## src/rtl/sev_seg_scan_decoder.sv

```systemverilog
// Recovers per-digit hex nibbles from a scanned seven-segment bus once a one-hot sample has been stable for STABLE_CYCLES.
// Capture lands on the edge that registers the STABLE_CYCLES-th identical sample; every output is registered.
module sev_seg_scan_decoder #(
    parameter int DIGITS        = 4,
    parameter int STABLE_CYCLES = 4,
    parameter int IDX_W         = 2
) (
    input  logic                  clk,
    input  logic                  rst_n,
    input  logic [6:0]            segments,
    input  logic [DIGITS-1:0]     digit_sel,
    output logic [4*DIGITS-1:0]   values,
    output logic [DIGITS-1:0]     valid,
    output logic [DIGITS-1:0]     error,
    output logic                  update,
    output logic [IDX_W-1:0]      update_index
);

    localparam int CNT_W    = (STABLE_CYCLES < 2) ? 1 : $clog2(STABLE_CYCLES + 1);
    localparam int SAMPLE_W = DIGITS + 7;
    localparam logic [CNT_W-1:0] CNT_TARGET = CNT_W'(STABLE_CYCLES);
    localparam logic [CNT_W-1:0] CNT_ONE    = CNT_W'(1);
    localparam bit   INSTANT    = (STABLE_CYCLES <= 1);

    typedef enum logic [1:0] {
        IDLE  = 2'd0,
        COUNT = 2'd1,
        HELD  = 2'd2
    } state_t;

    state_t               state_q, state_d;
    logic [CNT_W-1:0]     cnt_q, cnt_d;
    logic [SAMPLE_W-1:0]  sample_q;
    logic [SAMPLE_W-1:0]  sample_d;
    logic                 changed;
    logic                 sel_onehot;
    logic                 capture;
    logic [IDX_W-1:0]     sel_idx;
    logic [4:0]           dec;
    logic                 seg_blank;

    function automatic logic [4:0] decode_seg(input logic [6:0] seg);
        logic [4:0] r;
        r = 5'h00;
        unique case (seg)
            7'h3F: r = {1'b1, 4'h0};
            7'h06: r = {1'b1, 4'h1};
            7'h5B: r = {1'b1, 4'h2};
            7'h4F: r = {1'b1, 4'h3};
            7'h66: r = {1'b1, 4'h4};
            7'h6D: r = {1'b1, 4'h5};
            7'h7D: r = {1'b1, 4'h6};
            7'h07: r = {1'b1, 4'h7};
            7'h7F: r = {1'b1, 4'h8};
            7'h6F: r = {1'b1, 4'h9};
            7'h77: r = {1'b1, 4'hA};
            7'h7C: r = {1'b1, 4'hB};
            7'h39: r = {1'b1, 4'hC};
            7'h5E: r = {1'b1, 4'hD};
            7'h79: r = {1'b1, 4'hE};
            7'h71: r = {1'b1, 4'hF};
            default: r = 5'h00;
        endcase
        return r;
    endfunction

    assign sample_d   = {digit_sel, segments};
    assign changed    = (sample_d != sample_q);
    assign sel_onehot = (digit_sel != '0) && ((digit_sel & (digit_sel - DIGITS'(1))) == '0);
    assign dec        = decode_seg(segments);
    assign seg_blank  = (segments == 7'h00);

    always_comb begin
        sel_idx = '0;
        for (int i = 0; i < DIGITS; i++) begin
            if (digit_sel[i]) begin
                sel_idx = IDX_W'(i);
            end
        end
    end

    always_ff @(posedge clk or negedge rst_n) begin
        if (!rst_n) begin
            state_q  <= IDLE;
            cnt_q    <= '0;
            sample_q <= '0;
        end else begin
            state_q  <= state_d;
            cnt_q    <= cnt_d;
            sample_q <= sample_d;
        end
    end

    // The decision looks at the incoming sample so a capture lands on the
    // same edge that registers the final stable sample.
    always_comb begin
        state_d = state_q;
        cnt_d   = cnt_q;
        capture = 1'b0;
        if (changed) begin
            cnt_d = CNT_ONE;
            if (!sel_onehot) begin
                state_d = IDLE;
            end else if (INSTANT) begin
                state_d = HELD;
                capture = 1'b1;
            end else begin
                state_d = COUNT;
            end
        end else begin
            unique case (state_q)
                COUNT: begin
                    if (cnt_q < CNT_TARGET) begin
                        cnt_d = cnt_q + CNT_ONE;
                    end
                    if (cnt_q >= CNT_TARGET - CNT_ONE) begin
                        state_d = HELD;
                        capture = 1'b1;
                    end
                end
                HELD:    state_d = HELD;
                default: state_d = IDLE;
            endcase
        end
    end

    always_ff @(posedge clk or negedge rst_n) begin
        if (!rst_n) begin
            values       <= '0;
            valid        <= '0;
            error        <= '0;
            update       <= 1'b0;
            update_index <= '0;
        end else begin
            update <= capture;
            if (capture) begin
                update_index <= sel_idx;
            end
            for (int i = 0; i < DIGITS; i++) begin
                if (capture && digit_sel[i]) begin
                    if (dec[4]) begin
                        values[4*i +: 4] <= dec[3:0];
                    end
                    valid[i] <= dec[4];
                    error[i] <= !dec[4] && !seg_blank;
                end
            end
        end
    end

endmodule

```

## config.mk

```make
export PLATFORM = sky130hd
export DESIGN_NAME = sev_seg_scan_decoder
export DESIGN_NICKNAME = d
export VERILOG_FILES = /design/src/rtl/sev_seg_scan_decoder.sv
export SDC_FILE = /design/constraint.sdc
export NUM_CORES = 1
export LEC_CHECK = 0
export CAP_MARGIN = 20
export CORE_ASPECT_RATIO = 0.8
export CORE_MARGIN = 4
export CORE_UTILIZATION = 45
export DETAILED_ROUTE_END_ITERATION = 10
export MAX_ROUTING_LAYER = met4
export PLACE_DENSITY = 0.69
export SETUP_SLACK_MARGIN = 0.4
export SLEW_MARGIN = 20
export SYNTH_ARGS = -nofsm -noshare
export SYNTH_HDL_FRONTEND = slang
export SYNTH_SLANG_ARGS = --single-unit
```

## constraint.sdc

```tcl
create_clock -name clk -period 3.2 [get_ports clk]
set_input_delay 0.48 -clock clk [delete_from_list [all_inputs] [get_ports clk]]
set_output_delay 0.48 -clock clk [all_outputs]
set_load 0.01 [all_outputs]
```

==> impl_table.tex, run 1 <==
\begin{tabular}{lr}
\hline
Metric & Value \\
\hline
\multicolumn{2}{l}{\textbf{Outcome}} \\
\quad Result of the run & complete, no violations \\
\multicolumn{2}{l}{\textbf{Global routing}} \\
\quad Number of antenna violations at the first check in global routing & 0 \\
\quad Pin count of the biggest net entering global routing & 44 \\
\quad Wire length of the first global-routing pass & 7670 um \\
\quad Remaining global-route overflow & 0 \\
\quad Total routing usage reported by global routing & 16.5\% \\
\quad Number of global-route vias before repair & 1,528 \\
\multicolumn{2}{l}{\textbf{Pwr}} \\
\quad Clock power frac & 38.9\% \\
\quad Power share of the combinational group & 10.3\% \\
\quad Flop pwr share & about half \\
\quad Cell internal pwr & 0.829 mW \\
\quad Switching power of the nets & 0.261 mW \\
\quad Leakage & 1.22 nW \\
\quad Ratio of total power to cell area & 396 mW/mm\^{}2 \\
\quad VDD IR-drop max & 0.000200 V \\
\quad Switching Fraction & 24.0\% \\
\multicolumn{2}{l}{\textbf{Finish}} \\
\quad Sequential cell area & about 0.0011 mm\^{}2 \\
\quad Count of antenna diodes in the layout & 0 \\
\quad Multi-input gate area in the final layout & 0.00101 mm\^{}2 \\
\quad Layout Area Growth over Synthesis & 24.0\% \\
\quad Post-layout net count & 248 \\
\quad Final std cell area, no fill & 0.00276 mm\^{}2 \\
\quad Fraction of layout cells with a size suffix above 1 & 18.0\% \\
\quad Fill cell instance count of the final layout & 420 \\
\multicolumn{2}{l}{\textbf{Placed design}} \\
\quad Post-DP Area & approximately 0.0026 mm\^{}2 \\
\quad Final estimated routing congestion in global placement & 0.868 \\
\quad Post-DP HPWL & 3210 um \\
\quad Number of buffer cells added on primary ports & 39 \\
\multicolumn{2}{l}{\textbf{Timing}} \\
\quad Crit share post-route & between 80\% and 90\% \\
\quad Final setup viols & 0 \\
\quad Headroom to the max-slew limit & 37.1\% \\
\quad Setup TNS & 0 ns \\
\quad Shortest clock period the worst path allows after layout & 2.60 ns \\
\quad Setup repair after global routing missed its margin & no \\
\quad Slew @ Worst Pin & 0.943 ns \\
\quad Max-slew violation count & 0 \\
\quad Endpoints failing hold & 0 \\
\quad Maximum clock skew at final layout & 0.00950 ns \\
\quad Maximum frequency from static timing analysis & about 0.39 GHz \\
\multicolumn{2}{l}{\textbf{Synth}} \\
\quad Top FF cell, synth & dfrtp\_1 \\
\quad Avg Synthesized Cell Area & around 12 um\^{}2 \\
\quad Number of synthesis warnings & 0 \\
\quad Post-synth EDFFs & 0 \\
\quad Post-Synthesis Cells & 192 \\
\quad Number of distinct library cell variants in the gate-level netlist after synthesis & 54 \\
\quad Mapped Area & 0.00222 mm\^{}2 \\
\quad Net count after synthesis & 208 \\
\quad Portion of the post-synthesis area used by sequential elements & 48.4\% \\
\quad Post-synth ARST share & between 90\% and 100\% \\
\quad Number of flip-flops and latches in the synthesized netlist & between 40 and 50 \\
\multicolumn{2}{l}{\textbf{Setup path}} \\
\quad Data arrival at the endpoint of the critical path & 2.78 ns \\
\quad Kind of end point of the critical path & flop \\
\quad Bufs and invs on worst path & 1 \\
\quad Critical-path top delay cell & clkdlybuf4s50\_1 \\
\quad Worst path top cell family by delay & simple AND/OR/NAND/NOR gates \\
\quad Critical path's largest stage delay & approximately 0.68 ns \\
\quad Launching point of the worst reg2reg path & cnt\_q[0] \\
\quad Worst setup path class & primary input to flop \\
\quad Top fanout value on the critical path & 14 \\
\quad Cell breakdown of the critical path & clkdlybuf4s50\_1 -> nand4bb\_1 -> or4b\_4 -> nand4\_4 -> o211a\_4 -> mux2\_4 \\
\quad Critical Path Start Type & primary input \\
\quad Worst endpoint required time & approximately 3.4 ns \\
\quad Worst setup path startpoint & segments[4] \\
\multicolumn{2}{l}{\textbf{CTS}} \\
\quad Htree depth & 2 \\
\quad Maximum clock path buffer count & 2 \\
\quad CTS Buf Count & 5 \\
\quad Clock insertion delay at the later pin of the skew report & 0.30 ns \\
\quad Count of hold buffers inserted by post-cts repair & 0 \\
\quad Post-CTS repair timing setup buffer count & 0 \\
\quad CTS sink count & 43 \\
\quad Number of resized instances in the post-cts repair step & 0 \\
\quad Clock transition time at the flip-flop clock pins of the worst setup and hold paths & 0.08 ns \\
\quad Clock Tree Root & clkbuf\_8 \\
\quad Clock tree from TritonCTS & built \\
\multicolumn{2}{l}{\textbf{Floorplan}} \\
\quad Placeable core area & 0.00468 mm\^{}2 \\
\quad Number of rows in the core area & 22 \\
\quad Top-level I/O count & 40 \\
\quad Die height & just over 70 um \\
\quad Horiz. Die Dim & 86.6 um \\
\quad Initial core utilization & approximately 47\% \\
\quad Total die area & 0.00613 mm\^{}2 \\
\multicolumn{2}{l}{\textbf{Detailed routing}} \\
\quad Total number of vias & 1,606 \\
\quad Final Routed Wirelength & 4410 um \\
\quad Number of nets with antenna violations after routing & 0 \\
\quad Wirelength per Cell & 15.0 um \\
\quad Per-cell via count in the routed design & 5.48 \\
\quad Number of detailed-routing iterations run before antenna repair & 4 \\
\quad Number of DRC markers in iteration 0 & 67 \\
\quad DR DRC count & 0 \\
\multicolumn{2}{l}{\textbf{Worst hold path}} \\
\quad Type of the tightest min-delay check & primary input to asynchronous set/reset pin \\
\multicolumn{2}{l}{\textbf{Job}} \\
\quad Total of max-cap violations & 0 \\
\hline
\end{tabular}
## sequential cells by signal, indices dropped and copies added (netlist names)
register and flops:
sample_q 11, values 16, cnt_q 3, update_index 2, update 1, state_q 2
valid 4, error 4
## worst paths after layout
kind	endpoint	slack (ns)	cells after the start
worst max-delay path	values[8]	0.60	6
worst min-delay path	cnt_q[2]	0.32	1
worst max register to register	error[2]	0.94	8
worst min register to register	valid[1]	0.49	1
max in group asynchronous	values[8]	2.29	1
min in group clk	valid[1]	0.49	1
## per-stage QoR
step | hold slack (ns) | std cells | power, mW | util [%] | setup slack, ns
3_3_place_gp | 0.467 | 285 | 0.677 | 56.5 | 0.319
5_1_grt | 0.388 | 293 | 1.14 | 58.9 | 0.496
6_report | 0.318 | 293 | 1.09 | 58.9 | 0.604
4_1_cts | 0.344 | 293 | 1.10 | 58.9 | 0.633
2_1_floorplan | 0.184 | 192 | 0.635 | - | 1.14
3_5_place_dp | 0.475 | 285 | 0.678 | 56.5 | 0.309
## power by group through the flow
stage | clock network (mW) | registers (mW) | logic [mW]
5_1_grt | 0.460 | 0.555 | 0.126
2_1_floorplan | 0 | 0.565 | 0.0700
4_1_cts | 0.437 | 0.555 | 0.113
3_3_place_gp | 0 | 0.565 | 0.112
3_5_place_dp | 0 | 0.565 | 0.112
6_report | 0.424 | 0.555 | 0.112
## layout make-up
class | instances | area share (%)
tap | 60 | 2.72
sequential | 43 | 39.1
clock inverter | 3 | 1.59
multi-input combinational | 127 | 36.7
inverter | 7 | 0.954
clock buffer | 5 | 2.50
timing repair buffer | 48 | 16.4
## cell usage in the layout, fill, tap and decap left out, types with 3 or more instances in the layout
cell type	instances
nand2_1	6
mux2_2	3
a211oi_1	4
clkbuf_8	5
nor2_1	10
a21o_1	4
dfrtp_1	43
xor2_1	13
ha_1	3
buf_4	9
a21oi_1	7
nand3_1	10
nand2_2	4
clkdlybuf4s50_1	38
o2bb2ai_1	6
inv_1	7
## routing by layer
metal	track usage, %	wire length [um]	share of wire (%)
met5	-	0	0
met4	7.27	89	2.0
met3	3.38	217	4.9
met2	21.4	1860	42
met1	24.5	2240	51
## cell usage after synthesis, drive strengths merged (4+ instances only)
| cell | number | area [um^2] |
|---|---|---|
| nand3 | 10 | 50.1 |
| mux2 | 7 | 86.3 |
| xor2 | 13 | 114 |
| o2bb2ai | 6 | 52.6 |
| dfrtp | 43 | 1080 |
| buf | 15 | 108 |
| a21o | 4 | 30.0 |
| a21oi | 7 | 35.0 |
| o211ai | 4 | 40.0 |
| nor2 | 10 | 37.5 |
| nand2 | 10 | 47.5 |
| a211oi | 4 | 30.0 |
| inv | 7 | 26.3 |
## cells by family after synthesis
family | share of synthesized area, %
fa+ha+maj | 1.69
flops | 48.4
simple gates | 17.3
buf+inv | 6.02
compound gates | 16.3
mux | 4.79
xor+xnor | 5.52
No activity file was read; power rests on OpenSTA's default activity.
==> run 2: changes to the inputs <==
- clock period: 3.2 -> 2.7 ns (I/O delays scaled with it)
==> impl_table.tex, run 2 (same netlist as run 1, synthesis figures left out) <==
\begin{tabular}{lr}
\hline
Metric & Value \\
\hline
\multicolumn{2}{l}{\textbf{Outcome}} \\
\quad Result of the run & complete, no violations (unchanged) \\
\multicolumn{2}{l}{\textbf{Setup path}} \\
\quad Critical Path Start Type & flop (was primary input) \\
\quad Critical path's largest stage delay & 0.42 ns (was 0.68 ns) \\
\quad Critical-path top delay cell & dfrtp\_1 (was clkdlybuf4s50\_1) \\
\quad Bufs and invs on worst path & 1 (unchanged) \\
\quad Kind of end point of the critical path & flop (unchanged) \\
\quad Flop-to-flop setup slack & 0.57 ns (was 0.94 ns) \\
\quad Worst setup path class & flop to flop (was primary input to flop) \\
\quad Data arrival at the endpoint of the critical path & 2.32 ns (was 2.78 ns) \\
\quad Worst endpoint required time & 2.89 ns (was 3.38 ns) \\
\quad Worst path top cell family by delay & simple AND/OR/NAND/NOR gates (unchanged) \\
\quad Most repeated library cell on the critical path & ha\_1 \\
\quad Top fanout value on the critical path & 18 (was 14) \\
\quad Cell breakdown of the critical path & ha\_1 -> ha\_1 -> a211oi\_2 -> nor2b\_1 -> and4\_1 -> buf\_12 -> nand2\_2 -> mux2\_2 (was clkdlybuf4s50\_1 -> nand4bb\_1 -> or4b\_4 -> nand4\_4 -> o211a\_4 -> mux2\_4) \\
\multicolumn{2}{l}{\textbf{Floorplan}} \\
\quad Initial core utilization & 47.5\% (unchanged) \\
\quad Die height & 70.9 um (unchanged) \\
\quad Placeable core area & 0.00468 mm\^{}2 (unchanged) \\
\quad Total die area & 0.00613 mm\^{}2 (unchanged) \\
\quad Number of rows in the core area & 22 (unchanged) \\
\quad Horiz. Die Dim & 86.6 um (unchanged) \\
\quad Top-level I/O count & 40 (unchanged) \\
\multicolumn{2}{l}{\textbf{CTS}} \\
\quad Clock insertion delay at the later pin of the skew report & 0.30 ns (about the same) \\
\quad Htree depth & 2 (unchanged) \\
\quad Clock transition time at the flip-flop clock pins of the worst setup and hold paths & 0.09 ns (was 0.08 ns) \\
\quad Count of hold buffers inserted by post-cts repair & 0 (unchanged) \\
\quad Clock tree from TritonCTS & built (unchanged) \\
\quad CTS Buf Count & 5 (unchanged) \\
\quad Maximum clock path buffer count & 2 (unchanged) \\
\quad CTS sink count & 43 (unchanged) \\
\quad Clock Tree Root & clkbuf\_8 (unchanged) \\
\multicolumn{2}{l}{\textbf{Finish}} \\
\quad Most used cells in the layout excluding fill and tap cells & dfrtp\_1 (43), clkdlybuf4s50\_1 (32), xor2\_1 (13), buf\_4 (13) (was dfrtp\_1 (43), clkdlybuf4s50\_1 (38), xor2\_1 (13)) \\
\quad Most common cell after layout, fill and taps aside & dfrtp\_1 (unchanged) \\
\quad Layout Area Growth over Synthesis & 27.9\% (was 24.0\%) \\
\quad Count of antenna diodes in the layout & 0 (unchanged) \\
\quad Biggest register & values (unchanged) \\
\quad Registers with the most flip-flops & values: 16 flops, sample\_q: 11 flops (unchanged) \\
\quad Fraction of layout cells with a size suffix above 1 & 21.7\% (was 18.0\%) \\
\quad Core utilization of the finished layout & 60.7\% (was 58.9\%) \\
\quad Final instance count without filler cells & 300 (was 293) \\
\quad Number of flip-flops in the largest register & 16 (unchanged) \\
\quad Final std cell area, no fill & 0.00284 mm\^{}2 (was 0.00276 mm\^{}2) \\
\quad Post-layout net count & 255 (was 248) \\
\multicolumn{2}{l}{\textbf{Pwr}} \\
\quad Ratio of total power to cell area & 430 mW/mm\^{}2 (was 396 mW/mm\^{}2) \\
\quad Switching power of the nets & 0.321 mW (was 0.261 mW) \\
\quad Power share of the combinational group & 11.8\% (was 10.3\%) \\
\quad Clock power frac & 34.3\% (was 38.9\%) \\
\quad Design Power & 1.22 mW (was 1.09 mW) \\
\quad Leakage & 1.28 nW (was 1.22 nW) \\
\quad Cell internal pwr & 0.900 mW (was 0.829 mW) \\
\quad Switching Fraction & 26.3\% (was 24.0\%) \\
\quad VDD IR-drop max & 0.000272 V (was 0.000200 V) \\
\quad Flop pwr share & 53.8\% (was 50.9\%) \\
\multicolumn{2}{l}{\textbf{Timing}} \\
\quad Final hold slack & 0.243 ns (was 0.318 ns) \\
\quad Headroom to the max-slew limit & 37.4\% (was 37.1\%) \\
\quad Shortest clock period the worst path allows after layout & 2.13 ns \\
\quad Setup TNS & 0 ns (unchanged) \\
\quad Slew @ Worst Pin & 0.939 ns (was 0.943 ns) \\
\quad Endpoints failing hold & 0 (unchanged) \\
\quad Setup repair after global routing missed its margin & no (unchanged) \\
\quad Final setup viols & 0 (unchanged) \\
\quad Maximum clock skew at final layout & 0.00934 ns (was 0.00950 ns) \\
\quad Crit share post-route & 79.1\% \\
\quad Final Worst Setup Slack & 0.565 ns (was 0.604 ns) \\
\quad Maximum frequency from static timing analysis & 0.468 GHz \\
\quad Max-slew violation count & 0 (unchanged) \\
\multicolumn{2}{l}{\textbf{Global routing}} \\
\quad Number of global-route vias before repair & 1,568 (was 1,528) \\
\quad Wire length of the first global-routing pass & 7820 um (was 7670 um) \\
\quad Number of antenna violations at the first check in global routing & 0 (unchanged) \\
\quad Total routing usage reported by global routing & 16.9\% (was 16.5\%) \\
\quad Pin count of the biggest net entering global routing & 44 (unchanged) \\
\quad Remaining global-route overflow & 0 (unchanged) \\
\multicolumn{2}{l}{\textbf{Placed design}} \\
\quad Setup slack at placement & 0.0325 ns (was 0.309 ns) \\
\quad Post-DP HPWL & 3350 um (was 3210 um) \\
\quad Number of buffer cells added on primary ports & 39 (unchanged) \\
\quad Post-DP Area & 0.00273 mm\^{}2 (was 0.00264 mm\^{}2) \\
\quad Dpl cells & 292 (was 285) \\
\quad Final estimated routing congestion in global placement & 0.787 (was 0.868) \\
\multicolumn{2}{l}{\textbf{Detailed routing}} \\
\quad Wirelength per Cell & 15.2 um (was 15.0 um) \\
\quad DR DRC count & 0 (unchanged) \\
\quad Number of detailed-routing iterations run before antenna repair & 4 (unchanged) \\
\quad Number of DRC markers in iteration 0 & 64 (was 67) \\
\quad Number of nets with antenna violations after routing & 0 (unchanged) \\
\quad Final Routed Wirelength & 4560 um (was 4410 um) \\
\quad Per-cell via count in the routed design & 5.49 (was 5.48) \\
\quad Total number of vias & 1,646 (was 1,606) \\
\multicolumn{2}{l}{\textbf{Job}} \\
\quad Total of max-cap violations & 0 (unchanged) \\
\multicolumn{2}{l}{\textbf{Worst hold path}} \\
\quad Type of the tightest min-delay check & primary input to asynchronous set/reset pin (unchanged) \\
\hline
\end{tabular}
[run 2: power by group through the flow]
stage	clock network, mW	registers [mW]	logic (mW)
floorplan	0	0.670	0.0829
global placement	0	0.670	0.144
detailed placement	0	0.670	0.146
CTS	0.433	0.657	0.145
global route	0.458	0.658	0.162
finish	0.419	0.657	0.144
[run 2: layout make-up]
class                      instances  area (um^2)
clock buffer                       5         68.8
clock inverter                     3         25.0
fill                             396         1840
inverter                           7         26.3
multi-input combinational        127         1030
sequential                        43         1080
tap                               60         75.1
timing repair buffer              55          543
[run 2: worst register-to-register path: stages, from the launching register on]
cell	delay (ns)
dfrtp_1	0.42
ha_1	0.22
ha_1	0.19
a211oi_2	0.26
nor2b_1	0.09
and4_1	0.24
buf_12	0.16
nand2_2	0.13
mux2_2	0.34
[run 2: final timing paths]
kind	from	end	cells past startpoint
setup / recovery	cnt_q[0]	error[2]	8
min in group clk	segments[6]	sample_q[6]	1
hold reg to reg	valid[2]	valid[2]	1
max in group asynchronous	rst_n	sample_q[10]	1
setup reg to reg	cnt_q[0]	error[2]	8
hold / removal	rst_n	valid[3]	1
[run 2: timing repair]
| item | CTS | global route |
|---|---|---|
| buffers inserted | 0 | 0 |
| gates resized for setup | 4 | 5 |
| endpoints found under the setup margin | 2 | 6 |
[run 2: layer usage]
metal  global-route usage [%]  routed length [um]  vias up
met5                        -                   0        -
met4                     7.44                  85        0
met3                     2.91                 198        7
met2                     23.1                1990       39
met1                     24.4                2290      801
li1                         -                   -      799
